==> config.mk <==
export PLATFORM = sky130hd
export DESIGN_NAME = log_window_scheduler
export DESIGN_NICKNAME = d
export VERILOG_FILES = /design/src/rtl/log_window_scheduler.sv
export SDC_FILE = /design/constraint.sdc
export NUM_CORES = 2
export LEC_CHECK = 0
export CAP_MARGIN = 20
export CORE_ASPECT_RATIO = 0.6
export CORE_MARGIN = 2
export CORE_UTILIZATION = 40
export CTS_CLUSTER_DIAMETER = 80
export DETAILED_ROUTE_END_ITERATION = 10
export MAX_ROUTING_LAYER = met4
export SKIP_LAST_GASP = 1
export SLEW_MARGIN = 20
export SYNTH_ARGS = -nofsm -noshare
export SYNTH_HDL_FRONTEND = slang
export SYNTH_SLANG_ARGS = --single-unit
==> constraint.sdc <==
create_clock -name clk -period 7.65 [get_ports clk]
set_clock_uncertainty 0.1 [all_clocks]
set_input_delay 1.9125 -clock clk [delete_from_list [all_inputs] [get_ports clk]]
set_output_delay 1.9125 -clock clk [all_outputs]
set_load 0.01 [all_outputs]
==> src/rtl/log_window_scheduler.sv <==
// Raster-scan 5x5 window sequencer for an external Laplacian-of-Gaussian kernel.
// Four line buffers feed a 5x5 shift window; interior results go out on a valid/ready stream.
module log_window_scheduler #(
  parameter int IMG_WIDTH  = 64,
  parameter int IMG_HEIGHT = 64
) (
  input  logic         clk,
  input  logic         rst_n,
  input  logic         start,
  input  logic         in_valid,
  output logic         in_ready,
  input  logic [7:0]   in_pixel,
  output logic [199:0] win_out,
  input  logic [7:0]   kernel_pixel,
  output logic         out_valid,
  input  logic         out_ready,
  output logic [7:0]   out_pixel,
  output logic         busy,
  output logic         done
);

  localparam int CW = $clog2(IMG_WIDTH);
  localparam int RW = $clog2(IMG_HEIGHT);

  typedef enum logic [1:0] {
    IDLE   = 2'd0,
    ACTIVE = 2'd1,
    DRAIN  = 2'd2
  } state_t;

  // Handshakes: a transfer happens on a rising edge where valid && ready;
  // valid never waits on ready, and a held valid keeps its data stable.
  state_t          state_q, state_d;
  logic [RW-1:0]   row_q, row_d;
  logic [CW-1:0]   col_q, col_d;
  logic [199:0]    win_q, win_d;
  logic            pend_q, pend_d;
  logic            out_valid_q, out_valid_d;
  logic [7:0]      out_pixel_q, out_pixel_d;
  logic            busy_q, busy_d;
  logic            done_q, done_d;

  // One word per column: byte3 is the line four rows up, byte0 the line just above.
  logic [31:0]     lb_q [IMG_WIDTH];
  logic [31:0]     lb_rd;
  logic            in_ready_w, accept, load, last_px, emit;

  always_comb begin
    lb_rd       = lb_q[col_q];
    in_ready_w  = (state_q == ACTIVE) && (!out_valid_q || out_ready);
    accept      = in_ready_w && in_valid;
    load        = pend_q && (!out_valid_q || out_ready);
    last_px     = (row_q == RW'(IMG_HEIGHT - 1)) && (col_q == CW'(IMG_WIDTH - 1));
    emit        = (row_q >= RW'(4)) && (col_q >= CW'(4));

    state_d     = state_q;
    row_d       = row_q;
    col_d       = col_q;
    win_d       = win_q;
    pend_d      = pend_q;
    out_valid_d = out_valid_q;
    out_pixel_d = out_pixel_q;
    busy_d      = busy_q;
    done_d      = 1'b0;

    if (accept) begin
      for (int r = 0; r < 5; r++) begin
        for (int c = 0; c < 4; c++) begin
          win_d[8*(5*r+c) +: 8] = win_q[8*(5*r+c+1) +: 8];
        end
      end
      win_d[8*4  +: 8] = lb_rd[31:24];
      win_d[8*9  +: 8] = lb_rd[23:16];
      win_d[8*14 +: 8] = lb_rd[15:8];
      win_d[8*19 +: 8] = lb_rd[7:0];
      win_d[8*24 +: 8] = in_pixel;
      pend_d = emit;
      if (col_q == CW'(IMG_WIDTH - 1)) begin
        col_d = '0;
        row_d = row_q + RW'(1);
      end else begin
        col_d = col_q + CW'(1);
      end
    end else if (load) begin
      pend_d = 1'b0;
    end

    // The pending window is only ever loaded when the output slot is free or
    // draining this cycle, which is exactly when in_ready can be high.
    if (load) begin
      out_valid_d = 1'b1;
      out_pixel_d = kernel_pixel;
    end else if (out_ready) begin
      out_valid_d = 1'b0;
    end

    case (state_q)
      IDLE: begin
        if (start) begin
          state_d = ACTIVE;
          busy_d  = 1'b1;
          row_d   = '0;
          col_d   = '0;
        end
      end
      ACTIVE: begin
        if (accept && last_px) state_d = DRAIN;
      end
      DRAIN: begin
        if (!pend_q && out_valid_q && out_ready) begin
          state_d = IDLE;
          busy_d  = 1'b0;
          done_d  = 1'b1;
        end
      end
      default: state_d = IDLE;
    endcase
  end

  always_ff @(posedge clk) begin
    if (!rst_n) begin
      state_q     <= IDLE;
      row_q       <= '0;
      col_q       <= '0;
      win_q       <= '0;
      pend_q      <= 1'b0;
      out_valid_q <= 1'b0;
      out_pixel_q <= 8'd0;
      busy_q      <= 1'b0;
      done_q      <= 1'b0;
    end else begin
      state_q     <= state_d;
      row_q       <= row_d;
      col_q       <= col_d;
      win_q       <= win_d;
      pend_q      <= pend_d;
      out_valid_q <= out_valid_d;
      out_pixel_q <= out_pixel_d;
      busy_q      <= busy_d;
      done_q      <= done_d;
    end
  end

  always_ff @(posedge clk) begin
    if (accept) lb_q[col_q] <= {lb_rd[23:0], in_pixel};
  end

  assign in_ready  = in_ready_w;
  assign win_out   = win_q;
  assign out_valid = out_valid_q;
  assign out_pixel = out_pixel_q;
  assign busy      = busy_q;
  assign done      = done_q;

endmodule
==> out/metrics.csv <==
stage,metric,value,unit
logic_synthesis,ys_ff_latch,2274,
cts,clock_path_buffers,4,
power,power_frac_seq,0.563,
logic_synthesis,netlist_instances,5459,
global_route,grt_max_degree,140,
power,pwr-share-comb,0.036,
placement,routabilityCongestion,0.923,
global_route,antenna_found_initial,11,
routing,wl_per_cell,33.0,um
logic_synthesis,ys_async_sr_fraction,0,
timing,drv_slew,0,
critical_path,crit_fanout,4,
cts,clock_latency,0.85,ns
logic_synthesis,ys.warnings.count,0,
routing,vias,54151,
power,pwr-share-clk,0.401,
critical_path,crit_chain,clkdlybuf4s50_1 > nor2b_1 > nor3_1 > clkdlybuf4s50_1,
logic_synthesis,synth_commonest_cells,"edfxtp_1, nand2_1, a22oi_1",
cts,clockRootBuffer,clkbuf_16,
logic_synthesis,synthDistinctLibCells,74,
finish,finalNetCount,5688,
critical_path,crit_path_max_incr_delay,0.66,ns
routing,drt-met1-wl,124,mm
logic_synthesis,yosys-top-cells-area,"edfxtp_1, dfxtp_1, a22oi_1",
floorplanning,core,216000,um^2
critical_path,endpoint,in_ready,
logic_synthesis,synth_fp_nets,5484,
critical_path,crit_top_cell,clkdlybuf4s50_1,
placement,dp_hpwl,179,mm
cts,clk_pin_slew,0.07,ns
routing,drt-total-wl,287,mm
cts,postCtsHoldBufs,0,
timing,tightestPinTransition,1.32,ns
routing,drc,0,
power,leakage,0.0304,uW
floorplanning,fp.dieH,366,um
finish,regArea,66000,um^2
finish,fill_cells,18414,
timing,rsz0062_at_grt,no,
hold_path,hold_class,flop to flop,
cts,numCtsBuffers,199,
logic_synthesis,synth.most_common_cell,edfxtp_1,
timing,finalHoldViolCount,0,
global_route,grt_pass1_vias,49616,
logic_synthesis,syn-cell-area,87300,um^2
finish,drive_above_1_share,0.126,
critical_path,rr_endpoint,lb_q[19][8]$_DFFE_PP_,
routing,first_pass_iters,6,
routing,drtIter0Drc,9366,
finish,design_area,100000,um^2
outcome,status,finished clean,
cts,post_cts_buffers,0,
cts,tritoncts,yes,
floorplanning,rows,132,
logic_synthesis,ys.flop_type,edfxtp_1,
routing,dr_wl_met3,42.6,mm
routing,vias_per_cell,6.22,
finish,multi_input_area,19900,um^2
routing,top_layer,met4,
floorplanning,boundaryPins,233,
critical_path,startpoint_type,primary input,
global_route,grt_usage,0.260,
timing,finalSetupViolCount,0,
floorplanning,die_x,607,um
finish,synthToLayoutAreaGrowth,14.6,%
power,powerDensity,242,nW/um^2
power,max-vdd-ir-drop,177,uV
routing,met2_length,114,mm
timing,setup_tns,0,ns
floorplanning,fp.dieArea,222000,um^2
global_route,grt_pass1_wl,398,mm
timing,slew_headroom,0.113,
timing,min_period,5.70,ns
critical_path,crit_slowest_cell,clkdlybuf4s50_1,
critical_path,crit_type,primary input to primary output,
cts,cts_htree_levels,4,
placement,dpl_cell_area,93700,um^2
cts,clkSinkCount,2274,
critical_path,crit_required,5.64,ns
logic_synthesis,synth_edf_count,2048,
critical_path,ff2ff_path_depth,9,
finish,final_util,0.462,
cts,cts_resized,0,
logic_synthesis,yosys.area.top_type,edfxtp_1,
power,swShare,0.214,
power,p_int,19100,uW
critical_path,crit_arrival,3.69,ns
critical_path,r2r_setup_slack,2.41,ns
logic_synthesis,synth_top_area_frac,0.705,
critical_path,crit_path_end_kind,primary output,
run,drv_cap,0,
placement,numPortBuffers,232,
logic_synthesis,syn_avg_cell_area,16.0,um^2
power,p_sw,5190,uW
global_route,overflow,0,
critical_path,r2r-start,col_q[0]$_SDFF_PN0_,
timing,max_freq,0.175,GHz
routing,ant_nets,0,
timing,finalCritPeriodShare,0.746,
hold_path,min-delay-start,win_out[121]$_SDFFE_PN0P_,
floorplanning,start_util,0.403,
logic_synthesis,ys_seq_area_frac,0.756,
critical_path,crit_path_start,out_ready,
[power by group through the flow]
stage / clock network [uW] / registers (uW) / logic, uW
6_report: 9730 / 13700 / 862
5_1_grt: 10300 / 13600 / 891
4_1_cts: 9810 / 13700 / 841
3_5_place_dp: 0 / 13900 / 841
3_3_place_gp: 0 / 13900 / 827
2_1_floorplan: 0 / 13900 / 371
[metrics by stage]
stage                     std cells  worst slack [ns]  hold WS, ns  total power (uW)
after floorplan                5459              2.62        0.388             14300
after global placement         8315              1.45        0.353             14800
after detailed placement       8334              1.43        0.359             14800
after CTS                      8685              2.07        0.370             24300
after global routing           8698              2.00        0.388             24800
final                          8702              1.95        0.368             24300
[cell type report]
cell class                 count  share of cell area
antenna                        8            0.000200
multi-input combinational   2750               0.199
clock inverter                92             0.00679
sequential                  2274               0.660
tap                         2881              0.0360
inverter                      13            0.000563
timing repair buffer         425              0.0436
clock buffer                 259              0.0535
[flip-flops by register name (all words and copies together) (netlist names)]
signal,flops
busy,1
lb_q,2048
out_pixel,8
col_q,6
done,1
row_q,6
out_valid,1
state_q,2
pend_q,1
win_out,200
[placed cells by master, fill, tap and decap left out, types with 38 or more instances in the layout]
| cell type | count |
|---|---|
| nor3_1 | 48 |
| a221oi_1 | 154 |
| clkbuf_1 | 49 |
| a221o_1 | 52 |
| o21ai_0 | 127 |
| a22oi_1 | 325 |
| buf_4 | 152 |
| clkdlybuf4s50_1 | 223 |
| a21oi_1 | 79 |
| a31oi_1 | 38 |
| o22ai_1 | 155 |
| a22o_1 | 99 |
| dfxtp_1 | 223 |
| clkinv_1 | 45 |
| nand2_1 | 505 |
| nor2_1 | 88 |
| nor2_4 | 67 |
| mux2i_1 | 213 |
| edfxtp_1 | 2048 |
| a21boi_0 | 177 |
| clkbuf_16 | 203 |
| mux2_2 | 116 |
[worst max-delay path: cells and delay by family]
kind,cells,cell delay [ns]
AND/OR/NAND/NOR,2,0.61
buffers and inverters,2,1.16
[cells by family after synthesis]
family / share of synthesized area
flops: 0.756
compound gates: 0.122
buf+inv: 0.0234
fa+ha+maj: 0.000573
simple gates: 0.0485
xor+xnor: 0.000903
mux: 0.0487
[worst min path at each step]
stage,endpoint,slack [ns],depth (start not counted)
3_3_place_gp,win_out[4]$_SDFFE_PN0P_,0.35,2
2_1_floorplan,out_pixel[0]$_SDFFE_PN0P_,0.39,2
5_1_grt,win_out[120]$_SDFFE_PN0P_,0.39,2
4_1_cts,win_out[161]$_SDFFE_PN0P_,0.37,2
6_report,win_out[121]$_SDFFE_PN0P_,0.37,2
3_5_place_dp,win_out[2]$_SDFFE_PN0P_,0.36,2
[metal layers]
layer  up-vias  GRT usage
met1     27866      0.395
met2      3724      0.333
met3       372     0.0872
met4         0     0.0524
li1      22189          -
met5         -          -
Power figures use the tool's default switching activity.
